File: src/rtl/reg_wb_pkg.sv
// Shared definitions for the register write-back arbiter.
// Holds the architectural sizes, the requester ids used by the round-robin
// priority pointer, and the write-request record offered by each producer.
package reg_wb_pkg;

    localparam int unsigned XLEN     = 32;
    localparam int unsigned NUM_REGS = 32;
    localparam int unsigned REG_AW   = 5;

    typedef enum logic {
        REQ_ALU = 1'b0,
        REQ_LSU = 1'b1
    } req_id_t;

    typedef struct packed {
        logic              valid;
        logic [REG_AW-1:0] rd;
        logic [XLEN-1:0]   data;
    } wb_req_t;

endpackage

File: src/rtl/reg_scoreboard.sv
// Pending-write scoreboard: one bit per architectural register.
// Ports:
//   clk, rst            clock, synchronous active-high reset
//   set_en, set_addr    destination of an instruction issued this cycle
//   clr_en, clr_addr    register-file write currently on the write port
//   rs1_addr, rs2_addr  source registers being decoded
//   rs1_busy, rs2_busy  source has a write still in flight
//   pending             full pending vector (bit 0 is always 0)
module reg_scoreboard
    import reg_wb_pkg::*;
(
    input  logic                clk,
    input  logic                rst,
    input  logic                set_en,
    input  logic [REG_AW-1:0]   set_addr,
    input  logic                clr_en,
    input  logic [REG_AW-1:0]   clr_addr,
    input  logic [REG_AW-1:0]   rs1_addr,
    input  logic [REG_AW-1:0]   rs2_addr,
    output logic                rs1_busy,
    output logic                rs2_busy,
    output logic [NUM_REGS-1:0] pending
);

    logic [NUM_REGS-1:0] pending_q;
    logic [NUM_REGS-1:0] pending_d;

    // Set is applied after clear so a same-edge set on the same bit wins.
    always_comb begin
        pending_d = pending_q;
        if (clr_en) begin
            pending_d[clr_addr] = 1'b0;
        end
        if (set_en) begin
            pending_d[set_addr] = 1'b1;
        end
        pending_d[0] = 1'b0;
    end

    always_ff @(posedge clk) begin
        if (rst) begin
            pending_q <= '0;
        end else begin
            pending_q <= pending_d;
        end
    end

    assign pending  = pending_q;
    assign rs1_busy = pending_q[rs1_addr];
    assign rs2_busy = pending_q[rs2_addr];

endmodule

File: src/rtl/reg_wb_arbiter.sv
// Write-back arbiter in front of the register file's single write port.
// ALU and LSU offer results via valid/ready; one non-x0 write is granted per
// cycle round-robin, x0 writes are accepted and dropped without using the
// port, and the granted write is registered onto wr_*_out.
// Optional scoreboard (macro REG_WB_SCOREBOARD_EN) tracks in-flight
// destinations; without it the issue/rs inputs are ignored and the busy and
// pending outputs are tied to 0.
// Ports:
//   clk_in, rst_in                      clock, synchronous active-high reset
//   alu_valid_in/rd_in/data_in, alu_ready_out   ALU result handshake
//   lsu_valid_in/rd_in/data_in, lsu_ready_out   load result handshake
//   wr_en_out, wr_addr_out, wr_data_out          registered register-file write
//   issue_valid_in, issue_rd_in                  decode issue (scoreboard set)
//   rs1_addr_in, rs2_addr_in, rs1_busy_out, rs2_busy_out, pending_out
module reg_wb_arbiter
    import reg_wb_pkg::*;
(
    input  logic                clk_in,
    input  logic                rst_in,
    input  logic                alu_valid_in,
    input  logic [REG_AW-1:0]   alu_rd_in,
    input  logic [XLEN-1:0]     alu_data_in,
    output logic                alu_ready_out,
    input  logic                lsu_valid_in,
    input  logic [REG_AW-1:0]   lsu_rd_in,
    input  logic [XLEN-1:0]     lsu_data_in,
    output logic                lsu_ready_out,
    output logic                wr_en_out,
    output logic [REG_AW-1:0]   wr_addr_out,
    output logic [XLEN-1:0]     wr_data_out,
    input  logic                issue_valid_in,
    input  logic [REG_AW-1:0]   issue_rd_in,
    input  logic [REG_AW-1:0]   rs1_addr_in,
    input  logic [REG_AW-1:0]   rs2_addr_in,
    output logic                rs1_busy_out,
    output logic                rs2_busy_out,
    output logic [NUM_REGS-1:0] pending_out
);

    wb_req_t alu_req;
    wb_req_t lsu_req;
    wb_req_t win_req;
    logic    alu_nz;
    logic    lsu_nz;
    logic    alu_win;
    logic    lsu_win;
    req_id_t ptr_q;
    req_id_t ptr_d;

    assign alu_req = '{valid: alu_valid_in, rd: alu_rd_in, data: alu_data_in};
    assign lsu_req = '{valid: lsu_valid_in, rd: lsu_rd_in, data: lsu_data_in};

    // Only non-x0 requests compete for the port; x0 requests are accepted
    // unconditionally and never touch the pointer.
    always_comb begin
        alu_nz  = alu_req.valid && (alu_req.rd != '0);
        lsu_nz  = lsu_req.valid && (lsu_req.rd != '0);
        alu_win = alu_nz && (!lsu_nz || (ptr_q == REQ_ALU));
        lsu_win = lsu_nz && (!alu_nz || (ptr_q == REQ_LSU));
        win_req = lsu_win ? lsu_req : alu_req;

        ptr_d = ptr_q;
        if (alu_win) begin
            ptr_d = REQ_LSU;
        end else if (lsu_win) begin
            ptr_d = REQ_ALU;
        end

        alu_ready_out = !rst_in && alu_req.valid && ((alu_req.rd == '0) || alu_win);
        lsu_ready_out = !rst_in && lsu_req.valid && ((lsu_req.rd == '0) || lsu_win);
    end

    always_ff @(posedge clk_in) begin
        if (rst_in) begin
            ptr_q       <= REQ_ALU;
            wr_en_out   <= 1'b0;
            wr_addr_out <= '0;
            wr_data_out <= '0;
        end else begin
            ptr_q     <= ptr_d;
            wr_en_out <= alu_win || lsu_win;
            if (alu_win || lsu_win) begin
                wr_addr_out <= win_req.rd;
                wr_data_out <= win_req.data;
            end
        end
    end

`ifdef REG_WB_SCOREBOARD_EN
    reg_scoreboard u_scoreboard (
        .clk      (clk_in),
        .rst      (rst_in),
        .set_en   (issue_valid_in),
        .set_addr (issue_rd_in),
        .clr_en   (wr_en_out),
        .clr_addr (wr_addr_out),
        .rs1_addr (rs1_addr_in),
        .rs2_addr (rs2_addr_in),
        .rs1_busy (rs1_busy_out),
        .rs2_busy (rs2_busy_out),
        .pending  (pending_out)
    );
`else
    logic unused_sb_inputs;
    assign unused_sb_inputs = ^{issue_valid_in, issue_rd_in, rs1_addr_in, rs2_addr_in};
    assign rs1_busy_out     = 1'b0;
    assign rs2_busy_out     = 1'b0;
    assign pending_out      = '0;
`endif

endmodule

File: config.mk
export PLATFORM = sky130hd
export DESIGN_NAME = reg_wb_arbiter
export DESIGN_NICKNAME = d
export VERILOG_FILES = /design/src/rtl/reg_wb_pkg.sv /design/src/rtl/reg_scoreboard.sv /design/src/rtl/reg_wb_arbiter.sv
export SDC_FILE = /design/constraint.sdc
export NUM_CORES = 1
export LEC_CHECK = 0
export CORE_AREA = 2 2 74 76
export DETAILED_ROUTE_END_ITERATION = 8
export DIE_AREA = 0 0 76 78
export DONT_BUFFER_PORTS = 1
export PLACE_DENSITY = 0.58
export RECOVER_POWER = 100
export SETUP_SLACK_MARGIN = 0.1
export SLEW_MARGIN = 20
export SYNTH_ARGS = -nofsm -noshare
export SYNTH_HDL_FRONTEND = slang
export SYNTH_HIERARCHICAL = 1
export SYNTH_SLANG_ARGS = --single-unit
File: constraint.sdc
create_clock -name clk_in -period 2.4 [get_ports clk_in]
set_input_delay 0.24 -clock clk_in [delete_from_list [all_inputs] [get_ports clk_in]]
set_output_delay 0.24 -clock clk_in [all_outputs]
set_load 0.03 [all_outputs]
==> impl_metrics.py <==
metrics = {
    "worst_setup_path": {
        "cp_data_arrival_time_ps": 2260,
        "r2r_slack_ps": 310,
        "worst_setup_path_start_kind": "register",
        "worstSetupEndpointType": "register",
        "path_class": "reg2reg",
        "required_ps": 2570,
        "path_max_fanout": 19,
    },
    "floorplanning": {
        "initial_core_util": 0.389,
        "core-area_sq_um": 5040,
        "placementRows": 26,
        "die_x_um": 76,
        "die_area_sq_um": 5930,
        "die_y_um": 78,
        "ios": 168,
    },
    "timing": {
        "slew_violations": 0,
        "hold_viol_final": 0,
        "rsz0062_at_grt": "false",
        "fin_crit_ps": 2090,
        "maxSlewHeadroom": 0.456,
        "finalSetupTns_ps": 0,
        "layout_setup_ws_ps": 309,
        "finalClockSkew_ps": 7.12,
        "worst_pin_slew_ps": 813,
        "hold-worst-slack_ps": 85.2,
        "max_clock_freq_mhz": 478,
        "period_share": 0.871,
        "timing.final.setup_violations": 0,
    },
    "grt": {
        "grt_pass1_wl_um": 8060,
        "grt_pass1_vias": 1496,
        "grt_overflow": 0,
        "antenna_found_initial": 0,
        "grt_use_total": 0.171,
        "grt_max_degree": 23,
    },
    "final_layout": {
        "multi_input_area_sq_um": 968,
        "stdcell_area_sq_um": 2010,
        "syn2layout_area_growth_pct": 2.49,
        "layout.cells.most_common_list": "39 x dfxtp_1, 37 x a221o_1, 34 x conb_1",
        "register_area_sq_um": 781,
        "drive_above_1_share": 0.111,
        "fin_nets": 283,
        "fillCellCount": 502,
        "layout_commonest_cell": "dfxtp_1",
        "diodes": 0,
    },
    "logic_synthesis": {
        "synthTopCellsByArea": "dfxtp_1 40%, a221o_1 19%, nor4b_1 14%, buf_4 13%, clkbuf_1 1.7%",
        "avgSynthCellArea_sq_um": 10.5,
        "synthesis.instances": 187,
        "synth_area_sq_um": 1960,
        "yosys.area.top_type": "dfxtp_1",
        "synth-seq-area-share": 0.398,
        "yosysWarnings": 6,
        "yosysUniqueCellTypes": 23,
        "yosys_register_bits": 39,
        "synth_top_area_frac": 0.398,
    },
    "clock_network": {
        "cts_setup_buffers": 0,
        "htree_num_levels": 2,
        "worstSkewPairLatency_ps": 290,
        "cts-buffers-inserted": 5,
        "root_buffer": "clkbuf_8",
        "clk_pin_slew_ps": 80,
        "cts_tree": "done",
        "clockBufferDepth": 2,
        "cts_num_sinks": 39,
    },
    "run": {
        "maxCapViolCount": 0,
    },
    "drt": {
        "drtIter0Drc": 63,
        "avgViaCountPerCell": 5.98,
        "drt-pass1-iter-count": 5,
        "wl_um": 5350,
        "postRouteAntennaNets": 0,
        "vias": 1555,
        "wl_per_cell_um": 20.6,
        "drc_errors": 0,
    },
    "placed_design": {
        "dpl_cell_area_sq_um": 1930,
        "io_buffers": 0,
        "gp_congestion": 0.775,
        "post-place-ws_ps": 432,
        "dp_hpwl_um": 3920,
    },
    "pwr": {
        "leakage_uw": 0.000744,
        "powerDensity_nw_per_um2": 746,
        "ir_drop_mv": 0.241,
        "power.total_uw": 1500,
    },
    "run_status": {
        "outcome": "finished clean",
    },
    "hold_path": {
        "hp-class": "in2reg",
    },
}
==> worst paths after layout <==
check / start / end / cells after the start
worst max register to register: ptr_q / wr_data_out[22] / 4
worst max-delay path: ptr_q / wr_data_out[22] / 4
worst min register to register: ptr_q / ptr_q / 2
worst min-delay path: alu_rd_in[0] / wr_addr_out[0] / 1
==> stage by stage <==
stage / utilization / instances
6_report: 0.399 / 260
5_1_grt: 0.399 / 260
4_1_cts: 0.398 / 259
3_5_place_dp: 0.382 / 251
3_3_place_gp: 0.382 / 251
2_1_floorplan: - / 220
==> cell type report <==
class	count	share of cell area
inverter	4	0.00747
clock buffer	7	0.0380
timing repair buffer	11	0.0380
tap	70	0.0436
clock inverter	1	0.00249
sequential	39	0.389
multi-input combinational	128	0.482
==> Yosys cell counts, drive strengths merged <==
cell     count
a2111oi      1
a211oi       2
a21o         1
a21oi        3
a221o       37
a311oi       1
buf         40
clkbuf       9
conb         1
dfxtp       39
inv          4
nand2        2
nor2         5
nor3         1
nor3b        4
nor4b       32
o211ai       1
o21a         1
o21ai        2
or4          1
==> cell families (layout without fill, tap and decap cells) <==
logic type             Yosys count  after routing  synth area share
other                            1             34           0.00191
buffers and inverters           53             23             0.180
flip-flops                      39             39             0.398
AO/OA/AOI/OAI                   49             49             0.240
AND/OR/NAND/NOR                 45             45             0.180
==> metal layers <==
layer / vias to the layer above / wire, um / track usage
met2: 99 / 2640 / 0.294
met4: 0 / 126 / 0.0818
met1: 753 / 2000 / 0.180
met3: 16 / 584 / 0.0744
li1: 687 / - / -
met5: - / 0 / 0
==> where the power goes <==
group / switching [uW] / total [uW] / internal (uW)
logic: 154 / 227 / 72.4
registers: 140 / 841 / 701
clock network: 226 / 431 / 204
==> critical path: stages (launching register included) <==
cell and delay (ps):
dfxtp_1 380, a211oi_4 720, clkbuf_2 470, nor4b_1 110, a221o_1 290
==> sequential cells by signal, summed over array words and instances, names as in the netlist <==
name / cells
wr_data_out: 32
wr_addr_out: 5
ptr_q: 1
wr_en_out: 1
==> what timing repair did <==
| item | in CTS | in global routing |
|---|---|---|
| gates resized for setup | 0 | 0 |
| hold endpoints to repair | 0 | 2 |
| hold buffers | 0 | 1 |
| endpoints found under the setup margin | 0 | 0 |
Note: power is estimated with default switching activity, not from simulation.
